`config.mk`:
```
export PLATFORM = sky130hd
export DESIGN_NAME = muldiv_unit
export DESIGN_NICKNAME = d
export VERILOG_FILES = /design/src/rtl/muldiv_pkg.sv /design/src/rtl/muldiv_negate.sv /design/src/rtl/muldiv_unit.sv
export SDC_FILE = /design/constraint.sdc
export NUM_CORES = 1
export LEC_CHECK = 0
export ABC_AREA = 1
export CAP_MARGIN = 10
export CORE_MARGIN = 2
export CORE_UTILIZATION = 23
export CTS_CLUSTER_SIZE = 10
export DETAILED_ROUTE_END_ITERATION = 10
export PLACE_DENSITY = 0.35
export SLEW_MARGIN = 15
export SYNTH_ARGS = -nofsm -noshare
export SYNTH_HDL_FRONTEND = slang
export SYNTH_HIERARCHICAL = 1
export SYNTH_SLANG_ARGS = --single-unit
export TNS_END_PERCENT = 20
```
`constraint.sdc`:
```
create_clock -name Clk -period 2.9 [get_ports Clk]
set_input_delay 0.435 -clock Clk [delete_from_list [all_inputs] [get_ports Clk]]
set_output_delay 0.435 -clock Clk [all_outputs]
set_load 0.01 [all_outputs]
```
`src/rtl/muldiv_pkg.sv`:
```
// Shared encodings for the iterative multiply/divide unit.
package muldiv_pkg;

    localparam int DEFAULT_WIDTH = 32;

    typedef enum logic [2:0] {
        OP_MULT  = 3'd0,
        OP_MULTU = 3'd1,
        OP_DIV   = 3'd2,
        OP_DIVU  = 3'd3,
        OP_MTHI  = 3'd4,
        OP_MTLO  = 3'd5
    } op_e;

    typedef enum logic [1:0] {
        ST_IDLE = 2'd0,
        ST_RUN  = 2'd1,
        ST_FIX  = 2'd2
    } state_e;

endpackage

```
`src/rtl/muldiv_negate.sv`:
```
// Conditional two's-complement negation, used both to take operand
// magnitudes and to restore the sign of finished results.
module muldiv_negate #(
    parameter int WIDTH = 32
) (
    input  logic [WIDTH-1:0] operand,
    input  logic             negate,
    output logic [WIDTH-1:0] result
);

    assign result = negate ? (~operand + WIDTH'(1)) : operand;

endmodule

```
`src/rtl/muldiv_unit.sv`:
```
// Iterative HI/LO multiply/divide unit: one shift-add or restoring
// shift-subtract step per cycle on operand magnitudes, with the sign
// fix applied as the last step completes. Done is reported in the FIX
// cycle so Busy (and therefore Stall) still covers it.
module muldiv_unit
    import muldiv_pkg::*;
#(
    parameter int WIDTH = DEFAULT_WIDTH,
    parameter int OP_W  = 3
) (
    input  logic             Clk,
    input  logic             Reset,
    input  logic             Start,
    input  logic [OP_W-1:0]  Op,
    input  logic [WIDTH-1:0] A,
    input  logic [WIDTH-1:0] B,
    input  logic             Flush,
    input  logic             ReadHiLo,
    output logic             Busy,
    output logic             Done,
    output logic             Stall,
    output logic [WIDTH-1:0] Hi,
    output logic [WIDTH-1:0] Lo,
    output logic             DivByZero
);

    localparam int CNT_W = $clog2(WIDTH + 1);

    state_e             state;
    logic [CNT_W-1:0]   iter_cnt;
    logic [WIDTH-1:0]   mag_a;
    logic [WIDTH-1:0]   mag_b;
    logic [WIDTH-1:0]   src_a;
    logic               op_is_div;
    logic               div_zero;
    logic               neg_result;
    logic               neg_rem;
    logic [2*WIDTH-1:0] prod_acc;
    logic [WIDTH-1:0]   part_rem;
    logic [WIDTH-1:0]   quo;
    logic [WIDTH-1:0]   hi_reg;
    logic [WIDTH-1:0]   lo_reg;
    logic               busy_reg;
    logic               done_reg;
    logic               dbz_reg;

    logic is_mult, is_multu, is_div, is_divu, is_mthi, is_mtlo;
    logic is_signed, is_arith;

    assign is_mult   = (Op == OP_W'(OP_MULT));
    assign is_multu  = (Op == OP_W'(OP_MULTU));
    assign is_div    = (Op == OP_W'(OP_DIV));
    assign is_divu   = (Op == OP_W'(OP_DIVU));
    assign is_mthi   = (Op == OP_W'(OP_MTHI));
    assign is_mtlo   = (Op == OP_W'(OP_MTLO));
    assign is_signed = is_mult | is_div;
    assign is_arith  = is_mult | is_multu | is_div | is_divu;

    logic             a_neg_in;
    logic             b_neg_in;
    logic [WIDTH-1:0] mag_a_in;
    logic [WIDTH-1:0] mag_b_in;

    assign a_neg_in = is_signed & A[WIDTH-1];
    assign b_neg_in = is_signed & B[WIDTH-1];

    muldiv_negate #(.WIDTH(WIDTH)) u_neg_a (
        .operand (A),
        .negate  (a_neg_in),
        .result  (mag_a_in)
    );

    muldiv_negate #(.WIDTH(WIDTH)) u_neg_b (
        .operand (B),
        .negate  (b_neg_in),
        .result  (mag_b_in)
    );

    logic [WIDTH:0]     mul_sum;
    logic [2*WIDTH-1:0] prod_next;
    logic [WIDTH:0]     rem_shift;
    logic [WIDTH:0]     rem_diff;
    logic [WIDTH-1:0]   rem_next;
    logic [WIDTH-1:0]   quo_next;

    // One multiply step and one restoring-divide step, computed in parallel.
    always_comb begin
        mul_sum = {1'b0, prod_acc[2*WIDTH-1:WIDTH]};
        if (prod_acc[0]) begin
            mul_sum = mul_sum + {1'b0, mag_a};
        end
        prod_next = {mul_sum, prod_acc[WIDTH-1:1]};

        rem_shift = {part_rem, quo[WIDTH-1]};
        rem_diff  = rem_shift - {1'b0, mag_b};
        if (!rem_diff[WIDTH]) begin
            rem_next = rem_diff[WIDTH-1:0];
            quo_next = {quo[WIDTH-2:0], 1'b1};
        end else begin
            rem_next = rem_shift[WIDTH-1:0];
            quo_next = {quo[WIDTH-2:0], 1'b0};
        end
    end

    logic [2*WIDTH-1:0] prod_fix;
    logic [WIDTH-1:0]   quo_fix;
    logic [WIDTH-1:0]   rem_fix;

    muldiv_negate #(.WIDTH(2*WIDTH)) u_neg_prod (
        .operand (prod_next),
        .negate  (neg_result),
        .result  (prod_fix)
    );

    muldiv_negate #(.WIDTH(WIDTH)) u_neg_quo (
        .operand (quo_next),
        .negate  (neg_result),
        .result  (quo_fix)
    );

    muldiv_negate #(.WIDTH(WIDTH)) u_neg_rem (
        .operand (rem_next),
        .negate  (neg_rem),
        .result  (rem_fix)
    );

    logic [WIDTH-1:0] res_hi;
    logic [WIDTH-1:0] res_lo;

    // Pick the final HI/LO pair; divide-by-zero returns all ones and the raw dividend.
    always_comb begin
        res_hi = prod_fix[2*WIDTH-1:WIDTH];
        res_lo = prod_fix[WIDTH-1:0];
        if (op_is_div) begin
            if (div_zero) begin
                res_hi = src_a;
                res_lo = '1;
            end else begin
                res_hi = rem_fix;
                res_lo = quo_fix;
            end
        end
    end

    // Control FSM plus operand, iteration and HI/LO registers.
    always_ff @(posedge Clk) begin
        if (Reset) begin
            state      <= ST_IDLE;
            iter_cnt   <= '0;
            mag_a      <= '0;
            mag_b      <= '0;
            src_a      <= '0;
            op_is_div  <= 1'b0;
            div_zero   <= 1'b0;
            neg_result <= 1'b0;
            neg_rem    <= 1'b0;
            prod_acc   <= '0;
            part_rem   <= '0;
            quo        <= '0;
            hi_reg     <= '0;
            lo_reg     <= '0;
            busy_reg   <= 1'b0;
            done_reg   <= 1'b0;
            dbz_reg    <= 1'b0;
        end else begin
            done_reg <= 1'b0;
            case (state)
                ST_IDLE: begin
                    if (Start && !Flush) begin
                        if (is_arith) begin
                            state      <= ST_RUN;
                            busy_reg   <= 1'b1;
                            iter_cnt   <= CNT_W'(WIDTH);
                            mag_a      <= mag_a_in;
                            mag_b      <= mag_b_in;
                            src_a      <= A;
                            op_is_div  <= is_div | is_divu;
                            div_zero   <= (B == '0);
                            neg_result <= a_neg_in ^ b_neg_in;
                            neg_rem    <= a_neg_in;
                            prod_acc   <= {{WIDTH{1'b0}}, mag_b_in};
                            part_rem   <= '0;
                            quo        <= mag_a_in;
                            dbz_reg    <= 1'b0;
                        end else if (is_mthi) begin
                            hi_reg  <= A;
                            dbz_reg <= 1'b0;
                        end else if (is_mtlo) begin
                            lo_reg  <= A;
                            dbz_reg <= 1'b0;
                        end
                    end
                end
                ST_RUN: begin
                    if (Flush) begin
                        state    <= ST_IDLE;
                        busy_reg <= 1'b0;
                    end else begin
                        prod_acc <= prod_next;
                        part_rem <= rem_next;
                        quo      <= quo_next;
                        iter_cnt <= iter_cnt - CNT_W'(1);
                        if (iter_cnt == CNT_W'(1)) begin
                            state    <= ST_FIX;
                            hi_reg   <= res_hi;
                            lo_reg   <= res_lo;
                            done_reg <= 1'b1;
                            dbz_reg  <= op_is_div & div_zero;
                        end
                    end
                end
                ST_FIX: begin
                    state    <= ST_IDLE;
                    busy_reg <= 1'b0;
                end
                default: begin
                    state    <= ST_IDLE;
                    busy_reg <= 1'b0;
                end
            endcase
        end
    end

    assign Busy      = busy_reg;
    assign Done      = done_reg;
    assign Stall     = ReadHiLo & busy_reg;
    assign Hi        = hi_reg;
    assign Lo        = lo_reg;
    assign DivByZero = dbz_reg;

endmodule

```
== Yosys cells after proc, flatten, opt, wreduce, memory -nomap -nowiden ==
Index checks and enable logic that the tools add are counted.
Word-level totals
  register bits after elaboration: 303
  latch bits: 0
  memory bits (writable): 0
  ROM bits: 0
  input port bits: 72
  logic and storage cells: 131
  memories kept: 0
Operators by class
  $add $sub $neg: 8
  multipliers: 0
  div/mod/pow operators: 0
  magnitude comparators: 0
  eq/ne operators: 18
  shift operators: 0
  multiplexer cells: 58
  bitwise gates (word level): 16
  reductions and logical operators: 14
Operators with widths (count)
  2-to-1 mux 32 bit: 26
  2-to-1 mux 64 bit: 4
  one-hot mux 32 bit (2 select lines): 4
  adder 32 x 1 -> 32 bit, second input constant: 4
  NOT 32 bit: 4
  one-hot mux 64 bit (2 select lines): 1
  adder 64 x 1 -> 64 bit, second input constant: 1
  NOT 64 bit: 1
  adder 32 x 32 -> 33 bit: 1
  2-to-1 mux 33 bit: 1
  subtractor 33 x 32 -> 33 bit: 1
  logical NOT 32 bit: 1
  2-to-1 mux 6 bit: 3
  inequality test 2 bit, second input constant: 9
  one-hot mux 6 bit (2 select lines): 1
  2-to-1 mux 1 bit: 11
  AND reduction 3 bit: 3
  2-to-1 mux 2 bit: 4
  AND reduction 7 bit: 1
  == test 3 x 2 -> 1 bit, second input constant: 2
  == test 3 bit, second input constant: 2
  == test 6 x 1 -> 1 bit, second input constant: 1
  AND reduction 6 bit: 1
  subtractor 6 x 1 -> 6 bit, second input constant: 1
  18 further kinds: 26

== Depth between registers and ports, before layout ==
Gate-level depths: netlist (run 1).
  word-level depth: 10
  depth in mapped cells: 30

== By module ==
The synthesis (run 1) kept the hierarchy.
Modules (own cells, without submodules)
  muldiv_unit: times used 1, cells each 2837, area each 18159.9 sq um
  muldiv_negate at u_neg_a ...: times used 4, cells each 227, area each 1108.6 sq um
  muldiv_negate at u_neg_prod: times used 1, cells each 498, area each 2466.1 sq um

== Worst setup path before layout (run 1) ==
Ideal clock, no wire load.
  path kind: flip-flop to flip-flop
  from: reg quo[31]
  to: reg hi_reg[16], in the netlist Hi[16]
  setup time: 0.122 ns
  arrival: 3.112 ns
  data required time: 2.778 ns
  setup slack: -0.334 ns
  stages on the path, launching flop included: 27
  buffers on the path: 1
  cells stage by stage: dfxtp_1 inv_1 ha_1 inv_1 fa_1 nand2_1 nand2_1 nand3_1 nand2_2 nand2_2 nand2_2 nand2_2 nand3_1 nand2_4 buf_8 nand2_1 and2_1 inv_1 ha_1 nand2_2 o21ai_2 nand2_1 xor2_1 nand2_1 nand3_1 a21oi_1 a21oi_1
On the way
  word-level cells in the longest chain between the ends: 10
Ends and longest elaborated chain
  start, declared: RTL line muldiv_unit.sv:40  | logic [WIDTH-1:0] quo;
  start signal, assigned: RTL line muldiv_unit.sv:183  | quo <= mag_a_in;
  start signal, assigned: RTL line muldiv_unit.sv:201  | quo <= quo_next;
  subtractor 33 x 32 -> 33 bit: RTL line muldiv_unit.sv:95  | rem_diff = rem_shift - {1'b0, mag_b};
  2-to-1 mux 32 bit *: RTL line muldiv_unit.sv:96  | if (!rem_diff[WIDTH]) begin
  named net rem_next[0]: RTL line muldiv_unit.sv:83  | logic [WIDTH-1:0] rem_next;
  NOT 32 bit *: RTL line muldiv_negate.sv:11  | assign result = negate ? (~operand + WIDTH'(1)) : operand;
  adder 32 x 1 -> 32 bit *: RTL line muldiv_negate.sv:11
  2-to-1 mux 32 bit *: RTL line muldiv_negate.sv:11
  named net rem_fix[16]: RTL line muldiv_unit.sv:107  | logic [WIDTH-1:0] rem_fix;
  2-to-1 mux 32 bit *: RTL line muldiv_unit.sv:135  | if (div_zero) begin
  2-to-1 mux 32 bit *: RTL line muldiv_unit.sv:134  | if (op_is_div) begin
  2-to-1 mux 32 bit *: RTL line muldiv_unit.sv:203  | if (iter_cnt == CNT_W'(1)) begin
  2-to-1 mux 32 bit *: RTL line muldiv_unit.sv:195  | if (Flush) begin
  one-hot mux 32 bit (2 select lines) *: RTL line muldiv_unit.sv:167  | case (state)
  end signal, assigned: RTL line muldiv_unit.sv:205  | hi_reg <= res_hi;
  end, declared: RTL line muldiv_unit.sv:41  | logic [WIDTH-1:0] hi_reg;
The timed path passes the listed nets; every way through them passes the cells marked *. The select of a mux whose other input is x is not followed.
A chain may end at the register's enable or synchronous reset.

== Final worst setup path (run 1) ==
  from: reg quo[31]
  to: reg lo_reg[21], in the netlist Lo[21]
On the way
  word-level cells in the longest chain between the ends: 10
Ends and longest elaborated chain
  subtractor 33 x 32 -> 33 bit: RTL line muldiv_unit.sv:95
  2-to-1 mux 1 bit: RTL line muldiv_unit.sv:96
  NOT 32 bit: RTL line muldiv_negate.sv:11
  adder 32 x 1 -> 32 bit: RTL line muldiv_negate.sv:11
  2-to-1 mux 32 bit: RTL line muldiv_negate.sv:11
  named net quo_fix[21]: RTL line muldiv_unit.sv:106  | logic [WIDTH-1:0] quo_fix;
  2-to-1 mux 32 bit: RTL line muldiv_unit.sv:135
  2-to-1 mux 32 bit: RTL line muldiv_unit.sv:134
  2-to-1 mux 32 bit: RTL line muldiv_unit.sv:203
  2-to-1 mux 32 bit: RTL line muldiv_unit.sv:195
  one-hot mux 32 bit (2 select lines): RTL line muldiv_unit.sv:167
  end signal, assigned: RTL line muldiv_unit.sv:206  | lo_reg <= res_lo;
  end, declared: RTL line muldiv_unit.sv:42  | logic [WIDTH-1:0] lo_reg;
The timed path passes the listed nets, and every way through them passes these cells. The select of a mux whose other input is x is not followed.

==> impl_metrics.toml, run 1 <==
[status]
status = "finished, violations left"
violations = "setup timing"

[route]
dr.pass1.iters = 7
wl_per_cell_um = 20.2
dr_wl_met2_um = 58200
vias_per_cell = 4.61
drc = 0
drtIter0Drc = 2025
highest_layer = "met4"
wl_met1_um = 61100
ant_nets = 0
wirelength_um = 127000
num_vias = 28900
dr_wl_met3_um = 4690

[logic_synthesis]
netlist_area_um2 = 25100
synthFlopType = "dfxtp_1"
avgSynthCellArea_um2 = 5.91
synth_seq_cells = 303
synth-seq-area-share_pct = 24.2
yosysWarnings = 6
synth.distinct_cells = 55
syn_inst = 4243
syn-num-nets = 4388
synth_edf_count = 0
async_flop_share_pct = 0

[sta]
timing.final.ws_setup_ps = -594
slew_viol_final = 0
rsz0062_at_grt = "yes"
skew_ps = 36.4
finalSetupViolations = 62
min_period_ps = 3490
max_freq_ghz = 0.286
timing.final.crit_share_pct = 120
tightest_slew_ps = 1020
hold_violations = 0
slew_headroom_pct = 31.8

[die]
core_um2 = 108000
die_area_um2 = 112000
die_h_um = 334
initial_core_util_pct = 23.1
num_rows = 121
die_width_um = 334
io_pins = 140

[critical_path]
max_stage_delay_ps = 340
crit_path_max_fanout = 6
path_class = "reg -> reg"
critPathTopFamily = "simple AND/OR/NAND/NOR gates"
critPathCaptureType = "flip-flop"
path_depth = 28
critPathLaunchType = "flip-flop"
reg2regPathDepth = 28
critPathBufInv = 5
crit_slowest_cell = "fa_2"
cp.arrival_ps = 3990
critical_path_required_ps = 3390

[place]
placed_cell_area_um2 = 31800
place.port_buffers = 139
dp_hpwl_um = 102000
place_inst = 6160
place_congestion = 0.920

[cts]
clk-insertion-delay-late_ps = 610
holdBufCountCts = 0
tritoncts_num_sinks = 303
cts_buffers = 44
root_buffer = "clkbuf_16"
cts_tree = "built"
htree_num_levels = 2
clock_path_buffers = 3
cts.reportedPaths.clkPinSlew_ps = 60

[grt]
antenna_found_initial = 1
grt_overflow = 0
grt_pass1_vias = 28000
grt_max_degree = 119
grt_pass1_wl_um = 186000
gr-usage-all-layers_pct = 22.2

[pwr]
swShare_pct = 42.9
vdd_drop_max_mv = 0.448
p_leak_uw = 0.0171
p_switching_uw = 9690
clockPowerShare_pct = 25.4
p_per_area_nw_per_um2 = 640
internal-power_uw = 12900
pwr-share-seq_pct = 20.2
power_frac_comb_pct = 54.3

[hold_path]
worstHoldPathType = "in -> reg"
whs_path_depth = 2

[finish]
syn_to_final_growth_pct = 40.9
drive_above_1_share_pct = 25.5
finalInstanceArea_um2 = 35300
layout.nets = 4966
stdcell_count = 6270
mostFrequentLayoutCells = "nand2_1, buf_4, inv_1, nor2_1, nand3_1"
final_common_cell = "nand2_1"

[job]
drv_cap = 0
[logic make-up after synthesis]
kind of cell	after synthesis	share of synthesized area, %
simple gates	2411	42.2
xor+xnor	119	4.19
compound gates	669	14.8
fa+ha+maj	73	3.70
flops	303	24.2
buf+inv	668	10.9
[power by group through the flow]
| stage | combinational [uW] | sequential, uW | clock (uW) |
|---|---|---|---|
| after floorplan | 5960 | 4550 | 0 |
| after global placement | 10500 | 4640 | 0 |
| after detailed placement | 10500 | 4640 | 0 |
| after CTS | 11700 | 4560 | 5910 |
| after global routing | 13300 | 4590 | 6050 |
| final | 12300 | 4570 | 5750 |
[cells in the mapped netlist (43+ instances only)]
cell type | count | area (um2)
nand2_1 | 1396 | 5240
inv_1 | 482 | 1810
nor2_1 | 390 | 1460
a21oi_1 | 351 | 1760
nand3_1 | 339 | 1700
dfxtp_1 | 303 | 6070
o21ai_0 | 162 | 811
clkbuf_1 | 85 | 319
ha_1 | 71 | 888
xnor2_1 | 65 | 569
a22oi_1 | 63 | 473
xor2_1 | 53 | 464
o21ai_1 | 47 | 235
and2_1 | 45 | 282
nand2_2 | 43 | 269
[final timing paths]
| path | startpoint | endpoint | slack [ps] |
|---|---|---|---|
| setup / recovery | quo[31] | Lo[21] | -590 |
| hold / removal | Reset | Busy | 220 |
| setup reg to reg | quo[31] | Lo[21] | -590 |
| hold reg to reg | mag_b[13] | mag_b[13] | 470 |
[through the flow]
stage	utilization (%)	power [uW]	hold WS [ps]	worst slack, ps	TNS [ps]
floorplan	-	10500	430	-225	-4340
global placement	29.3	15200	451	-1100	-46980
detailed placement	29.3	15200	459	-1120	-46350
CTS	31.7	22200	194	-656	-33780
global route	32.6	24000	216	-766	-40370
finish	32.6	22600	221	-594	-27570
[layer usage]
metal,GRT usage [%],vias up
met2,37.0,598
met1,30.9,13500
met5,0,-
met4,5.03,0
met3,2.03,104
li1,-,14700
[worst reg2reg max path: cells and delay by family, from the launching register on]
kind                       cells  cell delay, ps
AOI/OAI and AO/OA              3             450
adders and majority gates      2             480
and+or+nand+nor               18            1620
DFF                            1             320
buffers and inverters          5             510
[state kept, by name, indices dropped and copies added (netlist names)]
| register | count |
|---|---|
| Lo | 32 |
| mag_a | 32 |
| div_zero | 1 |
| op_is_div | 1 |
| neg_result | 1 |
| Hi | 32 |
| prod_acc | 64 |
| mag_b | 32 |
| src_a | 32 |
| state | 2 |
| part_rem | 32 |
| Done | 1 |
| Busy | 1 |
| quo | 32 |
| iter_cnt | 6 |
| DivByZero | 1 |
| neg_rem | 1 |
[timing repair]
item,4_1_cts,5_1_grt
endpoints found under the hold margin,0,0
pin swaps,86,79
buffers inserted,19,6
setup endpoints to repair,63,64
resized for setup,241,240
cloned,4,0
[layout make-up]
class | instances | area [um2]
Sequential cell | 303 | 6120
Antenna cell | 1 | 2.50
Timing Repair Buffer | 694 | 5920
Fill cell | 12200 | 73100
Clock inverter | 16 | 224
Multi-Input combinational cell | 3276 | 18100
Tap cell | 1414 | 1770
Clock buffer | 64 | 1290
Inverter | 502 | 1930
(Power assumes the default switching activity.)
==> run 2: changes to the inputs <==
HOLD_SLACK_MARGIN = 0.06   (was unset)
SKIP_LAST_GASP = 1   (was unset)
==> run 2 against run 1 <==
Compared with the run above:
- the flow still finishes with violations (setup timing)
- clock power about the same
- sequential power about the same
- cell area down 0.29%
- clock skew down 1.5 ps
- total power is 0.13% lower
- critical endpoint is now Lo[17]
- register-to-register slack gained 30 ps
==> impl_metrics.toml, run 2 (synthesis results as in run 1) <==
[hold_path]
worstHoldPathType = "in -> reg"
hold_start = "Reset"

[sta]
slew_viol_final = 0
timing.final.ws_setup_ps = -563
rsz0062_at_grt = "yes"
hold_violations = 0
slew_headroom_pct = 34.2
finalSetupViolations = 62
timing.final.crit_share_pct = 119
skew_ps = 34.9
whs_ps = 217
max_freq_ghz = 0.289
min_period_ps = 3460
tightest_slew_ps = 986

[place]
dp_hpwl_um = 102000
pre_cts_slack_ps = -1120
place_inst = 6160
place_congestion = 0.920
placed_cell_area_um2 = 31800
place.port_buffers = 139

[finish]
mostFrequentLayoutCells = "nand2_1, buf_4, inv_1, nor2_1, a21oi_1"
final_common_cell = "nand2_1"
syn_to_final_growth_pct = 40.5
stdcell_count = 6272
nFillCells = 12200
drive_above_1_share_pct = 25.0
largest_reg_flops = 64
regMostFlops = "prod_acc"
layout.nets = 4968
finalInstanceArea_um2 = 35200

[die]
die_h_um = 334
num_rows = 121
die_area_um2 = 112000
core_um2 = 108000
initial_core_util_pct = 23.1
die_width_um = 334
io_pins = 140

[cts]
clk-insertion-delay-late_ps = 610
cts_buffers = 44
tritoncts_num_sinks = 303
cts.reportedPaths.clkPinSlew_ps = 60
htree_num_levels = 2
cts_tree = "built"
clock_path_buffers = 3
root_buffer = "clkbuf_16"

[pwr]
internal-power_uw = 12900
p_switching_uw = 9660
p_per_area_nw_per_um2 = 641
clockPowerShare_pct = 25.5
vdd_drop_max_mv = 0.453
power_frac_comb_pct = 54.3
pwr-share-seq_pct = 20.3
swShare_pct = 42.8
p_leak_uw = 0.0171

[route]
drtIter0Drc = 2157
num_vias = 28800
wl_per_cell_um = 20.2
dr.pass1.iters = 6
wirelength_um = 126000
ant_nets = 0
vias_per_cell = 4.60
drc = 0

[grt]
grt_overflow = 0
grt_pass1_wl_um = 186000
gr-usage-all-layers_pct = 22.2
grt_max_degree = 119
grt_pass1_vias = 27900
antenna_found_initial = 1

[status]
violations = "setup timing"
status = "finished, violations left"

[critical_path]
worstSetupStartpoint = "quo[31]"
path_class = "reg -> reg"
critical_path_required_ps = 3400
max_stage_delay_ps = 340
crit_path_max_fanout = 6
r2r_start = "quo[31]"
critPathBufInv = 5
crit_slowest_cell = "fa_2"
critPathTopFamily = "simple AND/OR/NAND/NOR gates"
critPathLaunchType = "flip-flop"
critPathCaptureType = "flip-flop"
cp.arrival_ps = 3960

[job]
drv_cap = 0
run 2: changes by cell type in the layout (fill, tap and decap cells not counted), sizes merged:
cell,delta
buf,+2
run 2: repair_timing:
item | in CTS | in global routing
hold buffers | 0 | 0
endpoints found under the hold margin | 0 | 0
gates resized for setup | 225 | 217
pin swaps | 83 | 81
cloned | 4 | 0
buffers inserted | 19 | 8
endpoints found under the setup margin | 63 | 64
run 2: metal layers:
layer	share of wire [%]	track usage [%]
met1	48	30.9
met2	46	37.1
met5	0	0
met4	2.1	4.76
met3	3.8	2.02
run 2: worst paths after layout:
kind | end | slack, ps | depth (start not counted)
worst min register to register | mag_b[13] | 470 | 2
worst max register to register | Lo[17] | -560 | 28
worst max-delay path | Lo[17] | -560 | 28
worst min-delay path | Busy | 220 | 2
run 2: power by group through the flow:
stage | Sequential (uW) | Clock (uW) | Combinational (uW)
floorplan | 4550 | 0 | 5960
global placement | 4640 | 0 | 10500
detailed placement | 4640 | 0 | 10500
CTS | 4560 | 5910 | 11700
global route | 4590 | 6050 | 13300
finish | 4570 | 5750 | 12200
run 2: worst register-to-register path, delay by kind of cell, from the launching register on:
kind                     cells  cell delay, ps
flip-flops                   1             320
buffers and inverters        5             510
AO/OA/AOI/OAI                3             420
AND/OR/NAND/NOR             18            1640
adder cells (fa/ha/maj)      2             480
run 2: stage by stage:
step	utilization, %	total power [uW]	setup TNS (ps)
after floorplan	-	10500	-4340
after global placement	29.3	15200	-46980
after detailed placement	29.3	15200	-46350
after CTS	31.7	22200	-34160
after global routing	32.5	24000	-41530
final	32.5	22600	-27890
run 2: final cells by class:
| class | instances | area, um2 | share of cell area (%) |
|---|---|---|---|
| multi-input cells | 3276 | 18000 | 51.0 |
| inverters | 502 | 1930 | 5.47 |
| clock buffers | 64 | 1290 | 3.65 |
| diodes | 1 | 2.50 | 0.00711 |
| repair buffers | 696 | 5930 | 16.9 |
| well taps | 1414 | 1770 | 5.02 |
| clock inverters | 16 | 224 | 0.636 |
| flip-flops and latches | 303 | 6120 | 17.4 |
==> run 3: changes to the inputs <==
RECOVER_POWER = 100   (was unset)
==> run 3 against run 2 <==
Compared with the run above:
- the flow finishes with violations (capacitance limit, slew limit, setup timing)
- sequential share of layout area hardly changed
- sequential cell count did not move
- die area is the same
- register-to-register slack about the same
- sequential power about the same
- clock power about the same
- cell area shrank 0.14%
- first-iteration DRC count down 3.2%
- global-route usage unchanged
- combinational power barely moved
- non-clock buffer count unchanged
- critical path depth is the same
==> impl_metrics.toml, run 3 (synthesis results as in run 1) <==
[finish]
finalInstanceArea_um2 = 35200
largest_reg_flops = 64
nFillCells = 12200
final_common_cell = "nand2_1"
mostFrequentLayoutCells = "nand2_1, buf_4, inv_1, nor2_1, a21oi_1"
layout.nets = 4968
drive_above_1_share_pct = 24.9
regMostFlops = "prod_acc"
syn_to_final_growth_pct = 40.3

[grt]
antenna_found_initial = 1
grt_overflow = 0
gr-usage-all-layers_pct = 22.2
grt_pass1_vias = 27900
grt_max_degree = 119
grt_pass1_wl_um = 186000

[route]
num_vias = 28800
wirelength_um = 126000
ant_nets = 0
vias_per_cell = 4.60
drc = 0
wl_per_cell_um = 20.2
dr.pass1.iters = 5
drtIter0Drc = 2087

[sta]
setup_tns_ps = -34390
timing.final.ws_setup_ps = -569
rsz0062_at_grt = "yes"
slew_viol_final = 66
hold_violations = 0
finalSetupViolations = 133
max_freq_ghz = 0.288
timing.final.crit_share_pct = 120
skew_ps = 36.8
min_period_ps = 3470
tightest_slew_ps = 1660
slew_headroom_pct = -10.6

[die]
die_width_um = 334
core_um2 = 108000
initial_core_util_pct = 23.1
die_h_um = 334
io_pins = 140
die_area_um2 = 112000
num_rows = 121

[place]
pre_cts_slack_ps = -1120
place_congestion = 0.920
dp_hpwl_um = 102000
placed_cell_area_um2 = 31800
place.port_buffers = 139

[critical_path]
max_stage_delay_ps = 340
crit_path_max_fanout = 6
critPathLaunchType = "flip-flop"
path_class = "reg -> reg"
critical_path_required_ps = 3400
critPathCaptureType = "flip-flop"
critPathBufInv = 5
critPathTopFamily = "simple AND/OR/NAND/NOR gates"
crit_slowest_cell = "fa_2"
cp.arrival_ps = 3970

[status]
status = "finished, violations left"
violations = "capacitance limit, slew limit, setup timing"

[cts]
htree_num_levels = 2
cts_tree = "built"
tritoncts_num_sinks = 303
clk-insertion-delay-late_ps = 610
clock_path_buffers = 3
cts_buffers = 44
holdBufCountCts = 0
root_buffer = "clkbuf_16"
cts.reportedPaths.clkPinSlew_ps = 60

[job]
drv_cap = 1

[pwr]
vdd_drop_max_mv = 0.452
p_per_area_nw_per_um2 = 641
p_leak_uw = 0.0173

[hold_path]
worstHoldPathType = "in -> reg"
## run 3: power by group
part / switching [uW] / internal [uW] / total [uW]
logic: 7140 / 5090 / 12200
clock network: 2290 / 3450 / 5740
registers: 224 / 4350 / 4570
## run 3: layer usage
metal,routed length [um],track usage (%)
met5,0,0
met2,58200,37.1
met1,60900,30.9
met4,2660,4.76
met3,4650,2.02
## run 3: per-stage QoR
stage,instances,utilization (%),power (uW),hold WS (ps)
final,6272,32.4,22500,220
after global routing,6271,32.4,23900,216
after CTS,6263,31.7,22200,194
after detailed placement,6160,29.3,15200,459
after global placement,6160,29.3,15200,451
after floorplan,4243,-,10500,430
## run 3: what timing repair did
item | in CTS | in global routing
pin swaps | 83 | 81
gates resized for setup | 225 | 217
setup buffers | 19 | 8
gates cloned | 4 | 0
endpoints found under the setup margin | 63 | 64
## run 3: layout make-up
| type | count | area (um2) | area share, % |
|---|---|---|---|
| timing repair buffer | 696 | 5900 | 16.8 |
| inverter | 502 | 1920 | 5.47 |
| sequential | 303 | 6120 | 17.4 |
| clock buffer | 64 | 1290 | 3.66 |
| tap | 1414 | 1770 | 5.03 |
| antenna | 1 | 2.50 | 0.00712 |
| multi-input combinational | 3276 | 17900 | 51.0 |
| clock inverter | 16 | 224 | 0.637 |
## run 3: final timing paths
| kind | startpoint | slack (ps) | cells past startpoint | endpoint |
|---|---|---|---|---|
| worst min-delay path | Reset | 220 | 2 | Busy |
| worst max-delay path | quo[31] | -570 | 28 | Lo[17] |
| worst max register to register | quo[31] | -570 | 28 | Lo[17] |
| worst min register to register | mag_b[13] | 470 | 2 | mag_b[13] |
